==> config.mk <==
export PLATFORM = sky130hd
export DESIGN_NAME = fetch_unit
export DESIGN_NICKNAME = d
export VERILOG_FILES = /design/src/rtl/fetch_unit.sv
export SDC_FILE = /design/constraint.sdc
export NUM_CORES = 1
export LEC_CHECK = 0
export BUFFER_PORTS_ARGS = -buffer_cell sky130_fd_sc_hd__buf_2
export CORE_ASPECT_RATIO = 0.6
export CORE_MARGIN = 3
export CORE_UTILIZATION = 49
export DETAILED_ROUTE_END_ITERATION = 10
export HOLD_SLACK_MARGIN = 0.05
export PLACE_DENSITY = 0.82
export RECOVER_POWER = 50
export SYNTH_ARGS = -nofsm -noshare
export SYNTH_HDL_FRONTEND = slang
export SYNTH_SLANG_ARGS = --single-unit
==> constraint.sdc <==
create_clock -name CLK -period 5.1 [get_ports CLK]
set_input_delay 1.02 -clock CLK [delete_from_list [all_inputs] [get_ports CLK]]
set_output_delay 1.02 -clock CLK [all_outputs]
set_load 0.005 [all_outputs]
==> src/rtl/fetch_unit.sv <==
// fetch_unit: program-counter generation, instruction-memory req/ack
// handshake and a small PC-tagged instruction queue feeding the next
// pipeline register. Handles downstream stall and branch/jump redirect.
module fetch_unit #(
    parameter int                DATA_W   = 32,
    parameter logic [DATA_W-1:0] RESET_PC = '0,
    parameter int                QDEPTH   = 2
) (
    input  logic              CLK,
    input  logic              RST,
    output logic              imemReq,
    output logic [DATA_W-1:0] imemAddr,
    input  logic              imemAck,
    input  logic [DATA_W-1:0] imemData,
    input  logic              redirect,
    input  logic [DATA_W-1:0] redirectPC,
    input  logic              stall,
    output logic              instrValid,
    output logic [DATA_W-1:0] instrOut,
    output logic [DATA_W-1:0] pcOut,
    output logic [DATA_W-1:0] pcPlus4Out
);

    localparam int               PTR_W    = (QDEPTH > 1) ? $clog2(QDEPTH) : 1;
    localparam int               CNT_W    = $clog2(QDEPTH + 1);
    localparam logic [CNT_W-1:0] FULL_CNT = CNT_W'(QDEPTH);
    localparam logic [PTR_W-1:0] LAST_PTR = PTR_W'(QDEPTH - 1);

    typedef enum logic {REQ, DISCARD} state_t;

    state_t            state, stateNext;
    logic [DATA_W-1:0] fetchPC, fetchPCNext;
    logic [DATA_W-1:0] target, targetNext;
    logic [DATA_W-1:0] redirectTarget;
    logic              reqNext;
    logic              ackIn;
    logic              doEnq, doDeq, doFlush;
    logic [CNT_W-1:0]  count, countNext;
    logic [PTR_W-1:0]  headPtr, headPtrNext;
    logic [PTR_W-1:0]  tailPtr, tailPtrNext;
    logic [DATA_W-1:0] instrQ [QDEPTH];
    logic [DATA_W-1:0] pcQ    [QDEPTH];

    function automatic logic [PTR_W-1:0] nextPtr(input logic [PTR_W-1:0] p);
        return (p == LAST_PTR) ? '0 : p + PTR_W'(1);
    endfunction

    assign imemAddr       = fetchPC;
    assign ackIn          = imemReq & imemAck;
    assign redirectTarget = redirectPC & ~DATA_W'(3);

    // State register: FSM, fetch PC, held request, queue pointers and count
    always_ff @(posedge CLK) begin
        if (RST) begin
            state   <= REQ;
            fetchPC <= RESET_PC;
            target  <= RESET_PC;
            imemReq <= 1'b0;
            count   <= '0;
            headPtr <= '0;
            tailPtr <= '0;
        end else begin
            state   <= stateNext;
            fetchPC <= fetchPCNext;
            target  <= targetNext;
            imemReq <= reqNext;
            count   <= countNext;
            headPtr <= headPtrNext;
            tailPtr <= tailPtrNext;
        end
    end

    // Queue storage: entries carry the instruction and the address it came from
    always_ff @(posedge CLK) begin
        if (doEnq) begin
            instrQ[tailPtr] <= imemData;
            pcQ[tailPtr]    <= fetchPC;
        end
    end

    // Next-state: redirect beats ack/dequeue; an unacked request must be held
    always_comb begin
        stateNext   = state;
        fetchPCNext = fetchPC;
        targetNext  = target;
        reqNext     = imemReq;
        doFlush     = 1'b0;
        doEnq       = 1'b0;
        doDeq       = !redirect && (count != '0) && !stall;
        countNext   = count;
        headPtrNext = headPtr;
        tailPtrNext = tailPtr;

        if (redirect) begin
            doFlush    = 1'b1;
            targetNext = redirectTarget;
            reqNext    = 1'b1;
            if (imemReq && !imemAck) begin
                stateNext = DISCARD;
            end else begin
                stateNext   = REQ;
                fetchPCNext = redirectTarget;
            end
        end else if (state == DISCARD) begin
            reqNext = 1'b1;
            if (ackIn) begin
                stateNext   = REQ;
                fetchPCNext = target;
            end
        end else begin
            doEnq = ackIn;
            if (ackIn) begin
                fetchPCNext = fetchPC + DATA_W'(4);
            end
        end

        if (doFlush) begin
            countNext   = '0;
            headPtrNext = '0;
            tailPtrNext = '0;
        end else begin
            if (doEnq) begin
                tailPtrNext = nextPtr(tailPtr);
            end
            if (doDeq) begin
                headPtrNext = nextPtr(headPtr);
            end
            case ({doEnq, doDeq})
                2'b10:   countNext = count + CNT_W'(1);
                2'b01:   countNext = count - CNT_W'(1);
                default: countNext = count;
            endcase
        end

        if (!redirect && state == REQ) begin
            reqNext = (imemReq && !imemAck) || (countNext < FULL_CNT);
        end
    end

    // Outputs: queue head, forced to zero while the queue is empty
    always_comb begin
        instrValid = (count != '0);
        instrOut   = '0;
        pcOut      = '0;
        pcPlus4Out = '0;
        if (instrValid) begin
            instrOut   = instrQ[headPtr];
            pcOut      = pcQ[headPtr];
            pcPlus4Out = pcQ[headPtr] + DATA_W'(4);
        end
    end

endmodule

* After elaboration in Yosys (flattened, before gate mapping)
Memory sizes are Yosys's and may differ from the RTL's. A register that Yosys moved wholly into a read port is not among the register bits.
Cells that the tools add are included.
** Operators by class
- Add/sub/neg operators :: 6
- Order comparisons :: 1
- Equal/unequal tests :: 3
- Mux-type cells :: 28
- Bitwise logic cells :: 2
- Reduce and logical (&&, ||, !) cells :: 13
** Operator list (number)
- $mux 32 :: 8
- $add 32x3->32 const B :: 2
- $mux 1 :: 18
- $logic_and 1x1->1 :: 4
- $pmux 2 s2 :: 1
- $reduce_bool 2->1 :: 2
- $logic_not 1->1 :: 3
- $reduce_bool 3->1 :: 1
- $add 1x1->1 const B :: 2
- $add 2x1->2 const B :: 1
- $eq 2x1->1 const B :: 1
- $eq 2x2->1 const B :: 1
- $lt 2x2->1 const B :: 1
- $mux 2 :: 1
- $ne 2x2->1 const B :: 1
- $reduce_and 2->1 :: 1
- $reduce_or 2->1 :: 1
- $sub 2x1->2 const B :: 1
- $and 1x1->1 :: 1
- $logic_or 1x1->1 :: 1
- $not 1->1 :: 1
** Word-level totals
- Register bits :: 68
- Bits in writable memories :: 128
- Input bits :: 69
- Output and inout port bits :: 130
- Logic and storage cells :: 62
- Memories kept :: 2
** Memories
- instrQ :: depth 2, width 32, read ports 1, clocked after memory_dff 1, write ports 1, line 41 : logic [DATA_W-1:0] instrQ [QDEPTH];
- pcQ :: depth 2, width 32, read ports 1, clocked after memory_dff 1, write ports 1, line 42 : logic [DATA_W-1:0] pcQ [QDEPTH];

* Depth between registers and ports, before layout
Gate-level depths: netlist of run 1.
- Word-level depth :: 9
- Gate-level depth with buffers :: 10
- Gate-level depth less buffers :: 8

* Least setup slack after synthesis of run 1
No wires, ideal clock.
- Path type :: input-to-reg
- Start point :: input redirect
- End point :: memory instrQ[0][0] (enable)
- Setup time :: 0.482 ns
- Arrival time :: 4.442 ns
- Required time :: 4.618 ns
- Path slack :: 0.175 ns
- Cell stages on the path :: 5
- Cells stage by stage :: buf_2 > buf_1 > nor2_1 > nand3_1 > nor2_1
** Between the ends
- Longest elaborated chain between the ends :: 3
** RTL lines
- start: declaration :: line 15 : input logic redirect,
- $mux 1 :: line 94 : if (redirect) begin
- $mux 1 :: line 75 : if (doEnq) begin
- $mux 1 (implied by the code) :: line 76 : instrQ[tailPtr] <= imemData;
- end: declaration :: line 41
Every way passes these cells.

==> results.py, run 1 <==
metrics = {
    "placement": {
        "place.port_buffers": 190,
        "post-dp-hpwl_mm": 16.0,
        "placed_area_um2": 10200,
        "numPlacedInstances": 1240,
        "place.gp.congestion": 0.833,
        "pre_cts_ws_ns": 1.39,
    },
    "floorplan": {
        "io_pins": 199,
        "die_w_um": 182,
        "die_h_um": 112,
        "die_area_um2": 20400,
        "initial_core_util_pct": 50.2,
        "row_count": 38,
        "fp.coreArea_um2": 18200,
    },
    "setup_path": {
        "worstPathMaxFanout": 37,
        "crit_path_cell_trace": "buf_4, nand4_1, a21oi_1, nand4_2, nor4_2, mux2_1, buf_2",
        "crit_type": "flip-flop to output port",
        "cp-end-kind": "output port",
        "critical_path_required_ns": 4.08,
        "slowest_delay_ns": 0.66,
        "cp.arrival_ns": 3.14,
        "crit_family": "simple AND/OR/NAND/NOR gates",
        "cp_slowest_cell": "dfxtp_4",
        "crit_buf_inv": 2,
        "start_kind": "flip-flop",
    },
    "timing": {
        "timing.setup.tns_ns": 0,
        "finalSetupViolations": 0,
        "fin_crit_sh_pct": 81.6,
        "worst_slew_pin_slew_ns": 1.77,
        "max_clock_freq_mhz": 240,
        "fin_skew_ns": 0.0217,
        "slew_headroom_pct": -18.1,
        "min_period_ns": 4.16,
        "hold_ws_ns": 0.467,
        "slew_violations": 19,
        "worst_slack_ns": 0.940,
        "rsz0062_at_grt": "false",
        "finalHoldViolations": 0,
    },
    "power_and_ir_drop": {
        "seq_power_share_pct": 52.2,
        "power_mw": 3.36,
        "ir_drop_mv": 0.182,
        "power.density_nw_per_um2": 312,
        "switching_share_pct": 25.4,
        "leakagePower_nw": 3.97,
        "clkPwrFrac_pct": 40.0,
        "combPwrFrac_pct": 7.8,
        "internal_power_mw": 2.51,
        "p_switching_mw": 0.852,
    },
    "synthesis": {
        "yosys.area_share.adder_pct": 0.410,
        "yosys.area.top_type_share_pct": 40.7,
        "synth_top_area_cell": "edfxtp_1",
        "synth.area.top_cells": "edfxtp_1 41%, dfxtp_1 15%, mux2i_1 9.0%, nor2_1 5.3%, nand2_1 3.2%",
        "synthArstFlopShare_pct": 0,
        "ys_ff_latch": 191,
        "synth_xor_area_share_pct": 2.01,
        "synth_compound_area_share_pct": 12.6,
        "synth_flop_cell": "edfxtp_1",
        "synth.avg_cell_area_um2": 10.7,
        "syn_inst": 853,
        "yosys.area_share.simple_pct": 16.4,
        "synth_cell_types": 78,
        "yosysSeqAreaShare_pct": 55.4,
        "netlist_area_um2": 9150,
        "synth_edf_count": 124,
        "yosysWarnings": 0,
        "synth.mux.area_fraction_pct": 9.46,
        "synth_top_family_by_area": "simple AND/OR/NAND/NOR gates",
    },
    "clock_network": {
        "htree_num_levels": 4,
        "cts.sinks": 191,
        "insertion_delay_ns": 0.43,
        "cts_buffers": 17,
        "ctsResizeCount": 0,
        "cts_root_buf": "clkbuf_16",
        "cts_setup_buffers": 0,
        "clock_path_buffers": 2,
        "clk_pin_slew_ns": 0.07,
        "cts_hold_buf": 0,
        "cts_tree": "done",
    },
    "hold_path": {
        "hold_path_class": "flip-flop to flip-flop",
    },
    "global_routing": {
        "grt_first_pass_wirelength_mm": 36.2,
        "grt-ovfl-total": 0,
        "track_usage_pct": 22.1,
        "grt_max_degree": 81,
        "grt_pass1_vias": 6828,
        "antenna_found_initial": 0,
    },
    "drt": {
        "first_pass_iters": 5,
        "route.detailed.drc": 0,
        "vias": 7252,
        "avgViaCountPerCell": 5.70,
        "dr.first_iter.drc_count": 597,
        "wire_per_inst_um": 18.0,
        "drtAntennaViolNets": 0,
        "totalWireLength_mm": 22.9,
    },
    "final_layout": {
        "antennaDiodeCount": 0,
        "fin_util_pct": 59.2,
        "area_delta_synth_final_pct": 17.8,
        "design_area_um2": 10800,
        "drive_above_1_share_pct": 21.4,
        "finalNonFillerCells": 1272,
        "final_nets": 1091,
    },
    "flow_run": {
        "cap_violations": 1,
    },
    "run_status": {
        "violations": "max-capacitance violations, max-slew violations",
        "status": "finished, violations left",
    },
}
worst min-delay path, cell delays in order, from the launching register on:
cell     delay, ns
dfxtp_1       0.31
nand2_1       0.06
a21oi_1       0.05
final cells by class:
cell class	instances	area, um2
Clock buffer	18	429
Multi-Input combinational cell	595	3760
Tap cell	240	300
Inverter	14	52.6
Timing Repair Buffer	200	992
Sequential cell	191	5070
Fill cell	1555	7440
Clock inverter	14	173
path summary, 6_finish.rpt:
path                                  endpoint  slack, ns  cells past startpoint  startpoint
worst max-delay path            pcPlus4Out[31]       0.94                      7   flip-flop
worst min-delay path                target[29]       0.47                      2  target[29]
worst max register to register       pcQ[1][3]       1.83                      4       state
worst min register to register      target[29]       0.47                      2  target[29]
routing by layer:
layer / global-route usage (%) / up-vias / routed length, um
met5: 0 / - / 0
met4: 4.77 / 0 / 187
met3: 5.81 / 18 / 2020
met2: 33.6 / 300 / 10200
met1: 32.0 / 3463 / 10500
li1: - / 3471 / -
placed cells by master, fill, tap and decap left out, types with 9 or more instances in the layout:
master     synthesis  layout
edfxtp_1         124     124
o31ai_1           13      13
o21ai_0           32      32
xnor2_1           16      16
buf_4             12       9
clkbuf_16          0      17
nand3_1           20      20
inv_1             12      13
mux2i_1           82      82
a211oi_1          10      11
buf_2              6     153
nand2_1           77      77
nor3_1            17      17
nand4_1           13      13
dfxtp_1           67      66
nor4_1            10      10
clkbuf_1          26      37
a21oi_1           42      42
nor2_1           130     130
flip-flops by register name, indices dropped and copies added, names as in the netlist, named ones only:
register	cells
tailPtr	1
count	2
instrQ	64
target	30
imemReq	1
imemAddr	30
state	1
headPtr	1
pcQ	60
synthesized netlist by cell type (4+ instances only):
library cell / count
a211oi_1: 10
a21oi_1: 42
a22o_1: 5
a22oi_1: 4
a311oi_1: 5
a31oi_1: 7
and2_1: 4
buf_1: 11
buf_2: 6
buf_4: 12
clkbuf_1: 26
dfxtp_1: 67
edfxtp_1: 124
inv_1: 12
mux2i_1: 82
nand2_1: 77
nand3_1: 20
nand3b_1: 5
nand4_1: 13
nor2_1: 130
nor2b_1: 5
nor3_1: 17
nor4_1: 10
o211ai_1: 6
o21a_1: 4
o21ai_0: 32
o31ai_1: 13
o41ai_1: 4
or2_2: 5
or3_1: 6
xnor2_1: 16
xor2_1: 5
power groups by stage:
stage / clock network (mW) / registers [mW] / logic (mW)
global route: 1.45 / 1.76 / 0.291
CTS: 1.37 / 1.75 / 0.267
finish: 1.34 / 1.75 / 0.262
floorplan: 0 / 1.77 / 0.168
detailed placement: 0 / 1.79 / 0.265
global placement: 0 / 1.78 / 0.259
cell families after synthesis:
kind of cell,after synthesis
mux,86
simple gates,313
fa+ha+maj,3
compound gates,166
other cells,1
flops,191
xor+xnor,21
buf+inv,72
Note: power is estimated with default switching activity, not from simulation.
==> inputs of run 2 (changes only) <==
==> constraint.sdc (replaced) <==
create_clock -name CLK -period 3.46 [get_ports CLK]
set_input_delay 0.692 -clock CLK [delete_from_list [all_inputs] [get_ports CLK]]
set_output_delay 0.692 -clock CLK [all_outputs]
set_load 0.005 [all_outputs]
==> run 2 against run 1 <==
The flow still finishes with violations (max-capacitance violations, max-slew violations). Sequential share of layout area is 1.0 points lower. Core utilization is 1.3 points higher. Count of clock-buffer cells in the layout is 2 higher. Sequential power is 47% higher. Largest cell class unchanged. Largest power group unchanged.
==> results.py, run 2 (synthesized netlist as in run 1, its figures left out) <==
metrics = {
    "timing": {
        "min_period_ns": 3.34,
        "fin_skew_ns": 0.00851,
        "worst_slack_ns": 0.118,
        "slew_violations": 38,
        "finalSetupViolations": 0,
        "worst_slew_pin_slew_ns": 1.76,
        "fin_crit_sh_pct": 96.6,
        "slew_headroom_pct": -17.3,
        "max_clock_freq_mhz": 299,
        "finalHoldViolations": 0,
    },
    "global_routing": {
        "grt_first_pass_wirelength_mm": 38.0,
        "grt_pass1_vias": 7146,
        "grt_max_degree": 81,
        "grt-ovfl-total": 0,
        "antenna_found_initial": 0,
        "track_usage_pct": 23.4,
    },
    "placement": {
        "numPlacedInstances": 1251,
        "placed_area_um2": 10400,
        "place.gp.congestion": 0.871,
        "pre_cts_ws_ns": 0.277,
        "post-dp-hpwl_mm": 16.8,
        "place.port_buffers": 190,
    },
    "power_and_ir_drop": {
        "power.density_nw_per_um2": 463,
        "power_mw": 5.09,
        "combPwrFrac_pct": 8.0,
        "switching_share_pct": 23.4,
        "leakagePower_nw": 4.08,
        "p_switching_mw": 1.19,
        "internal_power_mw": 3.90,
        "ir_drop_mv": 0.325,
        "seq_power_share_pct": 50.7,
        "clkPwrFrac_pct": 41.3,
    },
    "drt": {
        "avgViaCountPerCell": 5.81,
        "totalWireLength_mm": 24.5,
        "drtAntennaViolNets": 0,
        "wire_per_inst_um": 19.0,
        "route.detailed.drc": 0,
        "dr.first_iter.drc_count": 723,
        "first_pass_iters": 5,
        "vias": 7478,
    },
    "clock_network": {
        "clock_path_buffers": 2,
        "htree_num_levels": 4,
        "cts_buffers": 17,
        "cts_tree": "done",
        "cts.sinks": 191,
        "cts_hold_buf": 0,
        "clk_pin_slew_ns": 0.07,
        "cts_root_buf": "clkbuf_16",
        "insertion_delay_ns": 0.43,
    },
    "final_layout": {
        "design_area_um2": 11000,
        "largest_register_ffs": 64,
        "antennaDiodeCount": 0,
        "regMostFlops": "instrQ",
        "area_delta_synth_final_pct": 20.4,
        "layout_common_cells": "151 x buf_2, 127 x nor2_1, 124 x edfxtp_1",
        "final_nets": 1107,
        "layout_commonest_cell": "buf_2",
        "reg.largest.list": "instrQ: 64 flops, pcQ: 60 flops",
        "drive_above_1_share_pct": 22.8,
        "finalNonFillerCells": 1288,
        "fin_util_pct": 60.5,
    },
    "setup_path": {
        "critical_path_required_ns": 2.77,
        "start_kind": "flip-flop",
        "cp-end-kind": "output port",
        "crit_type": "flip-flop to output port",
        "worstPathMaxFanout": 8,
        "cp.arrival_ns": 2.65,
    },
    "floorplan": {
        "io_pins": 199,
        "die_w_um": 182,
        "initial_core_util_pct": 50.2,
        "die_h_um": 112,
        "die_area_um2": 20400,
        "fp.coreArea_um2": 18200,
        "row_count": 38,
    },
    "hold_path": {
        "hold_path_class": "primary input to flip-flop",
    },
    "flow_run": {
        "cap_violations": 1,
    },
    "run_status": {
        "violations": "max-capacitance violations, max-slew violations",
        "status": "finished, violations left",
    },
}
==> run 2: path summary, 6_finish.rpt <==
check | end | startpoint | slack [ns] | cells past startpoint
max | pcPlus4Out[31] | flip-flop | 0.12 | 7
min | instrQ[0][14] | imemData[14] | 0.45 | 1
max reg2reg | instrQ[0][14] | state | 0.54 | 5
min reg2reg | target[31] | target[31] | 0.46 | 2
==> run 2: metrics by stage <==
step	setup TNS, ns	hold WS, ns
6_report	0	0.454
5_1_grt	-0.0148	0.427
3_5_place_dp	0	0.454
3_3_place_gp	0	0.448
4_1_cts	0	0.434
2_1_floorplan	-15.47	0.440
==> run 2: cell type report <==
cell class | instances | area [um2]
Fill cell | 1584 | 7200
Sequential cell | 191 | 5070
Multi-Input combinational cell | 595 | 3820
Timing Repair Buffer | 216 | 1150
Clock buffer | 20 | 447
Tap cell | 240 | 300
Clock inverter | 12 | 180
Inverter | 14 | 52.6
==> run 2: power by group through the flow <==
stage	Sequential, mW	Combinational, mW	Clock [mW]
3_5_place_dp	2.63	0.406	0
3_3_place_gp	2.63	0.394	0
5_1_grt	2.59	0.448	2.24
6_report	2.58	0.405	2.10
2_1_floorplan	2.61	0.249	0
4_1_cts	2.58	0.411	2.13
==> run 2: repair_timing <==
| action | in CTS | in global routing |
|---|---|---|
| pin swaps | 0 | 1 |
| buffers inserted | 1 | 3 |
| setup endpoints to repair | 10 | 7 |
| cloned | 0 | 1 |
| resized for setup | 3 | 3 |
==> run 2: critical path, cell delays in order (launching register included) <==
cell,delay (ns)
dfxtp_4,0.46
buf_4,0.19
nand4_1,0.18
a211oi_4,0.49
nand2_2,0.24
nor4_4,0.20
mux2_1,0.34
buf_2,0.13
==> run 2: routing by layer <==
layer | track usage (%) | up-vias | share of wire [%]
met1 | 33.4 | 3588 | 44
met3 | 6.53 | 18 | 9.8
met5 | 0 | - | 0
li1 | - | 3502 | -
met4 | 4.01 | 0 | 0.78
met2 | 36.6 | 370 | 45
